<file path="src/rtl/leaf_port_rr_arbiter_if.sv">
// Bundle of signals between the HLS operator streams, the round-robin arbiter and
// the leaf_interface user input port. The debug fields expose the arbiter FSM.
`timescale 1ns/1ps
interface leaf_port_rr_arbiter_if #(
  parameter int NUM_REQ   = 4,
  parameter int DATA_W    = 32,
  parameter int BURST_MAX = 16,
  parameter int ID_W      = $clog2(NUM_REQ),
  parameter int BC_W      = $clog2(BURST_MAX + 1)
);
  logic [NUM_REQ*DATA_W-1:0] req_tdata;
  logic [NUM_REQ-1:0]        req_tvalid;
  logic [NUM_REQ-1:0]        req_tready;
  logic [DATA_W-1:0]         dout_data;
  logic                      dout_vld;
  logic                      dout_ack;
  logic [ID_W-1:0]           grant_id;
  logic                      grant_active;
  logic                      dbg_state;      // 0 = IDLE, 1 = GRANT
  logic [ID_W-1:0]           dbg_ptr;
  logic [BC_W-1:0]           dbg_burst_cnt;

  // Operator / interface side: drives requests and the output acknowledge.
  modport master (
    output req_tdata, req_tvalid, dout_ack,
    input  req_tready, dout_data, dout_vld, grant_id, grant_active,
    input  dbg_state, dbg_ptr, dbg_burst_cnt
  );

  // Arbiter side.
  modport slave (
    input  req_tdata, req_tvalid, dout_ack,
    output req_tready, dout_data, dout_vld, grant_id, grant_active,
    output dbg_state, dbg_ptr, dbg_burst_cnt
  );
endinterface

</file>
<file path="src/rtl/leaf_port_rr_arbiter.sv">
// Round-robin arbiter sharing one leaf_interface user input port among NUM_REQ
// AXI-stream style operator outputs. One grant at a time, bursts of up to
// BURST_MAX beats, one IDLE bubble per grant change, one-entry output register.
//
// Handshake: an input beat i moves when req_tvalid[i] & req_tready[i] are both
// high at a rising edge; an output beat moves when dout_vld & dout_ack are both
// high at a rising edge. dout_data is held stable while dout_vld & !dout_ack.
// req_tready is combinational in dout_ack so a full obuf can drain and reload
// in the same cycle.
`timescale 1ns/1ps
module leaf_port_rr_arbiter #(
  parameter int NUM_REQ   = 4,
  parameter int DATA_W    = 32,
  parameter int BURST_MAX = 16,
  parameter int ID_W      = $clog2(NUM_REQ)
) (
  input logic                 ap_clk,
  input logic                 ap_rst_n,
  leaf_port_rr_arbiter_if.slave bus
);
  localparam int BC_W = $clog2(BURST_MAX + 1);

  typedef enum logic {IDLE = 1'b0, GRANT = 1'b1} state_t;

  state_t              state_q, state_d;
  logic [ID_W-1:0]     grant_id_q, grant_id_d;
  logic [ID_W-1:0]     ptr_q, ptr_d;
  logic [BC_W-1:0]     burst_cnt_q, burst_cnt_d;
  logic                obuf_full_q, obuf_full_d;
  logic [DATA_W-1:0]   obuf_data_q, obuf_data_d;
  logic                grant_active_q, grant_active_d;

  logic                obuf_can_load;
  logic                accept;
  logic                sel_valid;
  logic [DATA_W-1:0]   sel_data;
  logic                pick_found;
  logic [ID_W-1:0]     pick_id;
  logic [NUM_REQ-1:0]  tready;

  assign obuf_can_load = !obuf_full_q || bus.dout_ack;

  // Route the currently granted requester's valid and payload.
  always_comb begin
    sel_valid = 1'b0;
    sel_data  = '0;
    for (int i = 0; i < NUM_REQ; i++) begin
      if (grant_id_q == ID_W'(i)) begin
        sel_valid = bus.req_tvalid[i];
        sel_data  = bus.req_tdata[i*DATA_W +: DATA_W];
      end
    end
  end

  // Rotating-priority search: first valid requester after ptr, wrapping.
  always_comb begin : pick_search
    int idx;
    pick_found = 1'b0;
    pick_id    = ptr_q;
    idx        = 0;
    for (int k = 1; k <= NUM_REQ; k++) begin
      idx = (int'(ptr_q) + k) % NUM_REQ;
      if (!pick_found && bus.req_tvalid[ID_W'(idx)]) begin
        pick_found = 1'b1;
        pick_id    = ID_W'(idx);
      end
    end
  end

  // Ready goes only to the granted requester, and only when obuf can take a beat.
  always_comb begin
    tready = '0;
    for (int i = 0; i < NUM_REQ; i++) begin
      tready[i] = (state_q == GRANT) && obuf_can_load && (grant_id_q == ID_W'(i));
    end
  end

  assign accept = (state_q == GRANT) && obuf_can_load && sel_valid;

  // Next-state logic for the grant FSM and the output register.
  always_comb begin
    state_d     = state_q;
    grant_id_d  = grant_id_q;
    ptr_d       = ptr_q;
    burst_cnt_d = burst_cnt_q;
    obuf_full_d = obuf_full_q;
    obuf_data_d = obuf_data_q;

    case (state_q)
      IDLE: begin
        if (pick_found) begin
          state_d     = GRANT;
          grant_id_d  = pick_id;
          burst_cnt_d = '0;
        end
      end
      GRANT: begin
        if (accept) begin
          burst_cnt_d = burst_cnt_q + 1'b1;
          if (burst_cnt_q == BC_W'(BURST_MAX - 1)) begin
            state_d = IDLE;
            ptr_d   = grant_id_q;
          end
        end else if (obuf_can_load) begin
          // Granted requester has nothing to send: give up the grant.
          state_d = IDLE;
          ptr_d   = grant_id_q;
        end
      end
      default: state_d = IDLE;
    endcase

    // A load wins over a same-cycle drain, keeping obuf full with new data.
    if (accept) begin
      obuf_full_d = 1'b1;
      obuf_data_d = sel_data;
    end else if (bus.dout_ack) begin
      obuf_full_d = 1'b0;
    end

    grant_active_d = (state_d == GRANT);
  end

  // State and output registers; reset discards any beat held in obuf.
  always_ff @(posedge ap_clk) begin
    if (!ap_rst_n) begin
      state_q        <= IDLE;
      grant_id_q     <= '0;
      ptr_q          <= ID_W'(NUM_REQ - 1);
      burst_cnt_q    <= '0;
      obuf_full_q    <= 1'b0;
      obuf_data_q    <= '0;
      grant_active_q <= 1'b0;
    end else begin
      state_q        <= state_d;
      grant_id_q     <= grant_id_d;
      ptr_q          <= ptr_d;
      burst_cnt_q    <= burst_cnt_d;
      obuf_full_q    <= obuf_full_d;
      obuf_data_q    <= obuf_data_d;
      grant_active_q <= grant_active_d;
    end
  end

  assign bus.req_tready    = tready;
  assign bus.dout_data     = obuf_data_q;
  assign bus.dout_vld      = obuf_full_q;
  assign bus.grant_id      = grant_id_q;
  assign bus.grant_active  = grant_active_q;
  assign bus.dbg_state     = (state_q == GRANT);
  assign bus.dbg_ptr       = ptr_q;
  assign bus.dbg_burst_cnt = burst_cnt_q;
endmodule

</file>
<file path="src/flat_wrapper.sv">
// flat-port wrapper written by rule: the top's interface ports become plain ports
module leaf_port_rr_arbiter_flat 
#(
  parameter int NUM_REQ   = 4,
  parameter int DATA_W    = 32,
  parameter int BURST_MAX = 16,
  parameter int ID_W      = $clog2(NUM_REQ)
)
  (ap_clk, ap_rst_n, bus_req_tdata, bus_req_tvalid, bus_dout_ack, bus_req_tready, bus_dout_data, bus_dout_vld, bus_grant_id, bus_grant_active, bus_dbg_state, bus_dbg_ptr, bus_dbg_burst_cnt);
  leaf_port_rr_arbiter_if #(.NUM_REQ(NUM_REQ), .DATA_W(DATA_W), .BURST_MAX(BURST_MAX), .ID_W(ID_W)) bus_i ();
  input logic ap_clk;
  input logic ap_rst_n;
  input wire logic [$bits(bus_i.req_tdata)-1:0] bus_req_tdata;
  input wire logic [$bits(bus_i.req_tvalid)-1:0] bus_req_tvalid;
  input wire logic [$bits(bus_i.dout_ack)-1:0] bus_dout_ack;
  output wire logic [$bits(bus_i.req_tready)-1:0] bus_req_tready;
  output wire logic [$bits(bus_i.dout_data)-1:0] bus_dout_data;
  output wire logic [$bits(bus_i.dout_vld)-1:0] bus_dout_vld;
  output wire logic [$bits(bus_i.grant_id)-1:0] bus_grant_id;
  output wire logic [$bits(bus_i.grant_active)-1:0] bus_grant_active;
  output wire logic [$bits(bus_i.dbg_state)-1:0] bus_dbg_state;
  output wire logic [$bits(bus_i.dbg_ptr)-1:0] bus_dbg_ptr;
  output wire logic [$bits(bus_i.dbg_burst_cnt)-1:0] bus_dbg_burst_cnt;
  assign bus_i.req_tdata = bus_req_tdata;
  assign bus_i.req_tvalid = bus_req_tvalid;
  assign bus_i.dout_ack = bus_dout_ack;
  assign bus_req_tready = bus_i.req_tready;
  assign bus_dout_data = bus_i.dout_data;
  assign bus_dout_vld = bus_i.dout_vld;
  assign bus_grant_id = bus_i.grant_id;
  assign bus_grant_active = bus_i.grant_active;
  assign bus_dbg_state = bus_i.dbg_state;
  assign bus_dbg_ptr = bus_i.dbg_ptr;
  assign bus_dbg_burst_cnt = bus_i.dbg_burst_cnt;
  leaf_port_rr_arbiter #(.NUM_REQ(NUM_REQ), .DATA_W(DATA_W), .BURST_MAX(BURST_MAX), .ID_W(ID_W)) u_core (.ap_clk(ap_clk), .ap_rst_n(ap_rst_n), .bus(bus_i));
endmodule
</file>
<file path="config.mk">
export PLATFORM = sky130hd
export DESIGN_NAME = leaf_port_rr_arbiter_flat
export DESIGN_NICKNAME = d
export VERILOG_FILES = /design/src/rtl/leaf_port_rr_arbiter_if.sv /design/src/rtl/leaf_port_rr_arbiter.sv /design/src/flat_wrapper.sv
export SDC_FILE = /design/constraint.sdc
export NUM_CORES = 1
export LEC_CHECK = 0
export ABC_AREA = 1
export CAP_MARGIN = 5
export CELL_PAD_IN_SITES_DETAIL_PLACEMENT = 0
export CELL_PAD_IN_SITES_GLOBAL_PLACEMENT = 1
export CORE_ASPECT_RATIO = 1.4
export CORE_UTILIZATION = 24
export DETAILED_ROUTE_END_ITERATION = 7
export PLACE_DENSITY_LB_ADDON = 0.1
export SLEW_MARGIN = 40
export SYNTH_ARGS = -nofsm -noshare
export SYNTH_HDL_FRONTEND = slang
export SYNTH_SLANG_ARGS = --single-unit
</file>
<file path="constraint.sdc">
create_clock -name ap_clk -period 4.35 [get_ports ap_clk]
set_clock_uncertainty 0.2 [all_clocks]
set_input_delay 0.87 -clock ap_clk [delete_from_list [all_inputs] [get_ports ap_clk]]
set_output_delay 0.87 -clock ap_clk [all_outputs]
set_load 0.005 [all_outputs]
</file>
Word level (Yosys, flattened, before mapping) --
Cells that the tools add are included. Widths: inputs -> output; s select.
Storage, ports and cells: flip-flop bits (word level) 43, bits of input ports 135, output and inout bits 48
Cells by class: $add $sub $neg 5, $lt $le $gt $ge 4, equal/unequal tests 7, mux-type cells 41, bitwise gates (word level) 1, reduce and logical (&&, ||, !) cells 20
Operators with widths (number):
- $mux 32 | 4
- $mux 1 | 22
- $lt 2x4->1 const B | 4
- $mux 2 | 7
- $mux 5 | 2
- $pmux 5 s2 | 1
- $logic_and 1x1->1 | 9
- $bmux 1 s2 | 4
- $add 5x1->5 const B | 1
- $eq 5x4->1 const B | 1
- $add 2x1->2 const B | 2
- $add 2x2->2 const B | 2
- $eq 2x2->1 const B | 2
- $logic_not 1->1 | 4
- $ne 2x2->1 const B | 2
- $reduce_and 2->1 | 2
- $reduce_bool 2->1 | 2
- $reduce_and 3->1 | 1
- $eq 2x1->1 const B | 1
- $logic_not 2->1 | 1
- $ne 2x1->1 const B | 1
- $pmux 1 s2 | 1
- $logic_or 1x1->1 | 1
- $not 1->1 | 1

Depth between registers and ports, before layout --
Gate-level depths: netlist of run 1.
word-level depth 16, mapped depth 13

Worst setup path before layout of run 1 --
No wires, ideal clock.
path kind input to output, start input bus_dout_ack, end output bus_req_tready[0], arrival time 1.406 ns, required time 3.280 ns, setup slack 1.874 ns, cell stages on the path 6, path buffers 0, cells stage by stage inv_1 > nand2_1 > inv_1 > nor2_1 > inv_1 > nor3_1
On the way: longest elaborated chain between the ends 3
Ends and longest elaborated chain:
- start, declared | line flat_wrapper.sv:15 | input wire logic [$bits(bus_i.dout_ack)-1:0] bus_dout_ack;
- $logic_or 1x1->1 | line leaf_port_rr_arbiter.sv:41 | assign obuf_can_load = !obuf_full_q || bus.dout_ack;
- $logic_and 1x1->1 (2 in a row) | line leaf_port_rr_arbiter.sv:74 | tready[i] = (state_q == GRANT) && obuf_can_load && (grant_id_q == ID_W'(i));
- end, declared | line flat_wrapper.sv:16 | output wire logic [$bits(bus_i.req_tready)-1:0] bus_req_tready;
Every way passes these cells.

Final worst setup path of run 1 --
start input bus_dout_ack, end output bus_req_tready[2]
Same word-level chain as after synthesis.

==> summary.txt, run 1 <==
================================================================================
Number of max-cap violations ......................................            0
Crit Path Max Fanout ..............................................            5
Capturing element type of the critical path .......................   output pin
Area used by multi-input combinational logic ......................     1366 µm²
Flops & latches, synth ............................................           43
Number of filler cells placed in the layout .......................         1111
CTS tree ..........................................................        built
Worst rel slew slack ..............................................       63.16%
Critical R2R Capture .............................................. u_core.bus.dout_data[21]$_SDFFE_PN0P_
Worst-case reg-to-reg path depth ..................................            8
Number of top-level pins ..........................................          183
Floorplan core area ...............................................    10350 µm²
DR pass1 iterations ...............................................            4
Post-detailed-route via-to-cell ratio .............................        4.647
Setup TNS .........................................................         0 ns
Critical Setup Path Class ......................................... input pin to output pin
DRC violations left ...............................................            0
Clock slew at reported path FFs ...................................      0.07 ns
Launching point of the worst reg2reg path ......................... u_core.bus.grant_id[0]$_SDFFE_PN0P_
Cell area after synthesis .........................................     2549 µm²
Storage cell area .................................................    860.8 µm²
Count of cells resized by post-cts repair .........................            0
Yosys Warn Count ..................................................            0
Max rail drop VDD .................................................    0.1849 mV
Proportion of layout cells with a drive suffix above 1 ............       4.220%
Layout Area Growth over Synthesis .................................       80.41%
Wire length of the first global-routing pass ......................     15600 µm
Start point of the worst min-delay path ........................... u_core.bus.dbg_burst_cnt[4]$_SDFFE_PN0P_
Hold Path Depth ...................................................            2
Level count of the clock H-tree ...................................            2
Per-cell routed wire length .......................................     15.09 µm
Via count of the first global-routing pass ........................         3182
Worst setup slack for register-to-register paths ..................      1.90 ns
Antenna Nets Post-Route ...........................................            0
Max-slew violation count ..........................................            0
Number of antenna cells inserted ..................................            0
Gate count after technology mapping ...............................          377
Hold-fix buffers, CTS .............................................            0
Endpoint required time on the critical path .......................      3.28 ns
Number of distinct library cells after synthesis ..................           28
Number of antenna violations at the first check in global routing .            0
Status ............................................................ finished clean
Static leakage power ..............................................     1.838 nW
Detailed placer's ending HPWL .....................................      7774 µm
Class of the worst hold path ...................................... flop to flop
Vias ..............................................................         3174
Total wire length after detailed routing ..........................     10310 µm
Hold violation total from the final report ........................            0
Kind of start point of the critical path ..........................    input pin
Maximum number of pins on one net before global-route repair ......           40
Buffer levels on the longest clock path ...........................            2
Final Net Count ...................................................          681
Number of clock buffers inserted by TritonCTS .....................            5
Min Tclk post-route ...............................................     3.619 ns
Cell at the root of the clock tree ................................ sky130_fd_sc_hd__clkbuf_16
Crit share post-route .............................................       83.19%
Unrepaired setup endpoints after global routing ...................        false
Commonest cells after routing, fill and taps aside ................ sky130_fd_sc_hd__clkdlybuf4s50_1 (182), sky130_fd_sc_hd__nand2_1 (77), sky130_fd_sc_hd__dfxtp_1 (43), sky130_fd_sc_hd__inv_1 (40), sky130_fd_sc_hd__o21ai_0 (37)
Overall die area ..................................................    11040 µm²
Initial Utilization ...............................................       24.63%
Leading cell type in the layout, fill and taps excluded ........... sky130_fd_sc_hd__clkdlybuf4s50_1
1st-iter DRT viols ................................................           66
Post-CTS Setup Repair Bufs ........................................            0
GRT Total Usage ...................................................       18.78%
Count of buffers inserted at the top-level ports ..................          182
Data arrival at the endpoint of the critical path .................      2.55 ns
Total overflow reported by the global router ......................            0
Sequential area share after synthesis .............................       33.78%
Maximum operating frequency .......................................    276.3 MHz
Net count after synthesis .........................................          514
End of the worst hold path ........................................ u_core.bus.dbg_burst_cnt[4]$_SDFFE_PN0P_
Total of endpoints with negative setup slack in the final report ..            0
Die extent in x ...................................................     89.10 µm
Vertical extent of the die ........................................     123.9 µm
Skew-Pair Late Insertion Delay ....................................      0.29 ns
Actual slew at the worst max-slew pin .............................    0.5520 ns
Number of clock sinks .............................................           43
Power per cell area ............................................... 444.6 nW/µm²
Smallest hold slack ...............................................    0.3035 ns
Synthesized area per cell .........................................    6.760 µm²
Placer Congestion .................................................       0.8104
Row count .........................................................           44
================================================================================
where the power goes:
group | switching [mW] | internal, mW | total, mW
Combinational | 0.546 | 0.541 | 1.09
Clock | 0.166 | 0.215 | 0.381
Sequential | 0.0719 | 0.504 | 0.576
cells in the mapped netlist (all sizes together):
master / number / area, µm²
a21oi: 16 / 80.08
a221oi: 32 / 280.3
a31oi: 23 / 143.9
and2: 1 / 6.260
buf: 19 / 125.1
clkbuf: 9 / 33.78
clkinv: 1 / 5.000
dfxtp: 43 / 860.8
ha: 2 / 25.02
inv: 42 / 157.6
nand2: 81 / 314.0
nand3: 22 / 110.1
nand4: 1 / 6.260
nor2: 38 / 152.6
nor3: 2 / 10.01
nor3b: 1 / 7.510
o211ai: 2 / 15.01
o21ai: 40 / 200.2
or2: 1 / 6.260
xor2: 1 / 8.760
worst max-delay path by stage:
stage | to | cells past startpoint | from | slack, ns
after floorplan | bus_req_tready[0] | 6 | bus_dout_ack | 1.87
after global placement | bus_req_tready[2] | 8 | bus_dout_ack | 0.73
after detailed placement | bus_req_tready[2] | 8 | bus_dout_ack | 0.71
after CTS | bus_req_tready[2] | 8 | bus_dout_ack | 0.70
after global routing | bus_req_tready[2] | 8 | bus_dout_ack | 0.57
final | bus_req_tready[2] | 8 | bus_dout_ack | 0.73
registers in the layout, indices dropped and copies added, names as in the netlist:
name                      count
u_core.bus.dbg_state          1
u_core.bus.grant_id           2
u_core.bus.dbg_burst_cnt      5
u_core.bus.dout_data         32
u_core.bus.dout_vld           1
u_core.bus.dbg_ptr            2
cell families (layout without fill, tap and decap cells):
kind of cell	after synthesis	after routing	synth area share, %
adders and majority gates	2	2	0.9817
and+or+nand+nor	147	147	24.06
buffers and inverters	71	239	12.62
DFF	43	43	33.78
AOI/OAI and AO/OA	113	113	28.23
xor gates and xnor gates	1	1	0.3437
critical path, stage by stage:
cell and delay, ns:
sky130_fd_sc_hd__clkdlybuf4s50_1 0.45, sky130_fd_sc_hd__inv_1 0.04, sky130_fd_sc_hd__nand2_1 0.05, sky130_fd_sc_hd__inv_1 0.04, sky130_fd_sc_hd__nor2_1 0.19, sky130_fd_sc_hd__inv_1 0.18, sky130_fd_sc_hd__nor3_1 0.17, sky130_fd_sc_hd__clkdlybuf4s50_1 0.56
final cells by class:
class                   instances  area share, %
clock buffers                   5          2.721
clock inverters                 3         0.5170
inverters                      43          3.537
multi-input cells             263          29.71
flip-flops and latches         43          18.72
well taps                     138          3.755
repair buffers                188          41.03
per-stage QoR:
step           power [mW]  util, %  worst slack (ns)  std cells  area, µm²
2_1_floorplan       1.161        -             1.874        377       2549
3_3_place_gp        1.650    42.72            0.7296        674       4422
3_5_place_dp        1.690    42.99            0.7125        675       4449
4_1_cts             2.084    44.43            0.7012        683       4598
5_1_grt             2.213    44.43            0.5674        683       4598
6_report            2.044    44.43            0.7313        683       4598
routing by layer:
metal / GRT usage [%] / vias up / share of wire, %
met5: 0 / - / 0
met4: 5.357 / 0 / 1.5
met3: 5.500 / 9 / 6.6
met2: 36.12 / 112 / 53
met1: 19.16 / 1419 / 38
li1: - / 1634 / -
(Power assumes the default switching activity.)
==> run 2, diff against run 1 <==
--- a/config.mk
+++ b/config.mk
@@ -10,7 +10,7 @@
 export CELL_PAD_IN_SITES_DETAIL_PLACEMENT = 0
 export CELL_PAD_IN_SITES_GLOBAL_PLACEMENT = 1
 export CORE_ASPECT_RATIO = 1.4
-export CORE_UTILIZATION = 24
+export CORE_UTILIZATION = 22
 export DETAILED_ROUTE_END_ITERATION = 7
 export PLACE_DENSITY_LB_ADDON = 0.1
 export SLEW_MARGIN = 40
==> constraint.sdc (replaced) <==
create_clock -name ap_clk -period 3.45 [get_ports ap_clk]
set_clock_uncertainty 0.2 [all_clocks]
set_input_delay 0.69 -clock ap_clk [delete_from_list [all_inputs] [get_ports ap_clk]]
set_output_delay 0.69 -clock ap_clk [all_outputs]
set_load 0.005 [all_outputs]
==> run 2 against run 1 <==
Effect of this change: critical path depth unchanged; cell count rose by 1.5%; clock-buffer cell count did not move; wire length about the same.
==> summary.txt, run 2 (synthesized netlist as in run 1, its figures left out) <==
================================================================================
Status ............................................................ finished clean   unchanged
Number of filler cells placed in the layout .......................         1194   was 1111
Post-Route Utilization ............................................       41.09%   was 44.43%
Highest metal layer with signal wires .............................         met4   unchanged
Capturing element type of the critical path .......................   output pin   unchanged
Vias ..............................................................         3199   was 3174
Overall die area ..................................................    12030 µm²   was 11040 µm²
Total wire length after detailed routing ..........................     10310 µm   about the same
Crit share post-route .............................................       90.74%
Post-CTS Setup Repair Bufs ........................................            0   unchanged
Net Sw Frac .......................................................       38.46%   was 38.35%
Critical Setup Path Class ......................................... input pin to output pin   unchanged
Level count of the clock H-tree ...................................            2   unchanged
CTS tree ..........................................................        built   unchanged
Class of the worst hold path ...................................... flop to flop   unchanged
Clock slew at reported path FFs ...................................      0.07 ns   about the same
Unrepaired setup endpoints after global routing ...................        false   unchanged
Final worst slack .................................................    0.3195 ns   was 0.7313 ns
Total met3 wirelength after detailed routing ......................       607 µm   was 679 µm
Buffer levels on the longest clock path ...........................            2   unchanged
Endpoint required time on the critical path .......................      2.56 ns   was 3.28 ns
Area of all placed cells without fillers ..........................     4636 µm²   was 4598 µm²
Crit Path Max Fanout ..............................................            5   unchanged
DR pass1 iterations ...............................................            4   unchanged
Count of buffers inserted at the top-level ports ..................          182   unchanged
Wire length of the first global-routing pass ......................     15610 µm   was 15600 µm
GRT Total Usage ...................................................       17.03%   was 18.78%
Cell area after placement .........................................     4487 µm²   was 4449 µm²
Data arrival at the endpoint of the critical path .................      2.24 ns   was 2.55 ns
Hold-fix buffers, CTS .............................................            0   unchanged
Kind of start point of the critical path ..........................    input pin   unchanged
Static leakage power ..............................................     1.858 nW   was 1.838 nW
Total of endpoints with negative setup slack in the final report ..            0   unchanged
Fraction of power consumed by combinational cells .................        52.6%   was 53.2%
Total power consumption of the routed design ......................     2.608 mW   was 2.044 mW
Number of max-cap violations ......................................            0   unchanged
Series of cell instances along the critical path .................. clkdlybuf4s50_1, inv_1, nand2_1, inv_1, nor2_1, inv_1, nor3_1, clkdlybuf4s50_1   unchanged
Min Tclk post-route ...............................................     3.131 ns
Metal1 wirelength .................................................      3981 µm   was 3964 µm
Worst path slowest cell ........................................... sky130_fd_sc_hd__clkdlybuf4s50_1   unchanged
Critical path's top delay family .................................. buffers and inverters   unchanged
Total overflow reported by the global router ......................            0   unchanged
Initial Utilization ...............................................       22.59%   was 24.63%
Via count of the first global-routing pass ........................         3109   was 3182
Cell internal power dissipation ...................................     1.605 mW   was 1.260 mW
Placer Congestion .................................................       0.7677   was 0.8104
Antenna Nets Post-Route ...........................................            0   unchanged
Post-detailed-route via-to-cell ratio .............................        4.616   was 4.647
Final Net Count ...................................................          685   was 681
Setup TNS .........................................................         0 ns   unchanged
Number of clock buffers inserted by TritonCTS .....................            5   unchanged
Crit-path max cell delay ..........................................      0.53 ns   was 0.56 ns
Detailed placer's ending HPWL .....................................      7741 µm   was 7774 µm
Number of top-level pins ..........................................          183   unchanged
Max reg flops .....................................................           32   unchanged
Worst path buffer plus inverter count .............................            5   unchanged
Seq pwr share .....................................................        28.5%   was 28.2%
Net load switching power ..........................................     1.003 mW   was 0.7840 mW
Sum of met2 wire segment lengths after detailed routing ...........      5584 µm   was 5505 µm
Cell at the root of the clock tree ................................ sky130_fd_sc_hd__clkbuf_16   unchanged
Clock power share .................................................        18.9%   was 18.6%
Row count .........................................................           46   was 44
Per-cell routed wire length .......................................     14.87 µm   was 15.09 µm
Floorplan core area ...............................................    11280 µm²   was 10350 µm²
Die extent in x ...................................................     92.97 µm   was 89.10 µm
Worst rel slew slack ..............................................       63.31%   was 63.16%
Vertical extent of the die ........................................     129.4 µm   was 123.9 µm
Leading cell type in the layout, fill and taps excluded ........... sky130_fd_sc_hd__clkdlybuf4s50_1   unchanged
Hold violation total from the final report ........................            0   unchanged
Maximum operating frequency .......................................    319.4 MHz
Commonest cells after routing, fill and taps aside ................ sky130_fd_sc_hd__clkdlybuf4s50_1 (182), sky130_fd_sc_hd__nand2_1 (77), sky130_fd_sc_hd__dfxtp_1 (43), sky130_fd_sc_hd__inv_1 (40), sky130_fd_sc_hd__o21ai_0 (37)   unchanged
Actual slew at the worst max-slew pin .............................    0.5490 ns   was 0.5520 ns
Power per cell area ............................................... 562.5 nW/µm²   was 444.6 nW/µm²
Count of cells resized by post-cts repair .........................            0   unchanged
Post-placement setup slack ........................................    0.3252 ns   was 0.7125 ns
Proportion of layout cells with a drive suffix above 1 ............       4.918%   was 4.220%
Max rail drop VDD .................................................    0.2155 mV   was 0.1849 mV
Cell repeated most along the worst path ........................... sky130_fd_sc_hd__inv_1   unchanged
Layout Area Growth over Synthesis .................................       81.89%   was 80.41%
Number of clock sinks .............................................           43   unchanged
Maximum number of pins on one net before global-route repair ......           40   unchanged
1st-iter DRT viols ................................................          102   was 66
Skew-Pair Late Insertion Delay ....................................      0.29 ns   about the same
Number of antenna cells inserted ..................................            0   unchanged
Max-slew violation count ..........................................            0   unchanged
DRC violations left ...............................................            0   unchanged
Number of antenna violations at the first check in global routing .            0   unchanged
================================================================================
-- run 2: final timing paths --
check | depth (start not counted) | slack (ns) | startpoint | to
setup / recovery | 8 | 0.32 | bus_dout_ack | bus_req_tready[0]
hold / removal | 2 | 0.31 | u_core.bus.dbg_burst_cnt[4]$_SDFFE_PN0P_ | u_core.bus.dbg_burst_cnt[4]$_SDFFE_PN0P_
setup reg to reg | 8 | 0.87 | u_core.bus.grant_id[0]$_SDFFE_PN0P_ | u_core.bus.dout_data[9]$_SDFFE_PN0P_
hold reg to reg | 2 | 0.31 | u_core.bus.dbg_burst_cnt[4]$_SDFFE_PN0P_ | u_core.bus.dbg_burst_cnt[4]$_SDFFE_PN0P_
-- run 2: power by group through the flow --
stage               logic (mW)  registers, mW  clock network [mW]
CTS                       1.40          0.745               0.508
global route              1.52          0.766               0.533
detailed placement        1.40          0.752                   0
finish                    1.37          0.744               0.493
global placement          1.35          0.751                   0
floorplan                0.735          0.728                   0
-- run 2: worst reg2reg max path: cells and delay by family, from the launching register on --
family	cells	cell delay (ns)
buffers and inverters	3	0.97
flip-flops	1	0.67
AND/OR/NAND/NOR	3	0.35
AO/OA/AOI/OAI	2	0.31
-- run 2: routing by layer --
metal  track usage [%]  up-vias
met1             17.67     1439
met3             4.343        7
met2             32.92      113
li1                  -     1640
met4             5.430        0
met5                 0        -
-- run 2: area by class of cell --
type / count / area [µm²] / share of cell area, %
Timing Repair Buffer: 192 / 1917 / 41.35
Sequential cell: 43 / 860.8 / 18.57
Tap cell: 144 / 180.2 / 3.887
Inverter: 43 / 162.7 / 3.509
Multi-Input combinational cell: 263 / 1366 / 29.47
Clock buffer: 5 / 125.1 / 2.699
Clock inverter: 3 / 23.77 / 0.5128
-- run 2: through the flow --
stage / cells / hold WS (ns)
finish: 693 / 0.3092
global route: 693 / 0.3269
CTS: 693 / 0.3103
detailed placement: 685 / 0.2984
global placement: 684 / 0.2922
floorplan: 377 / 0.2868
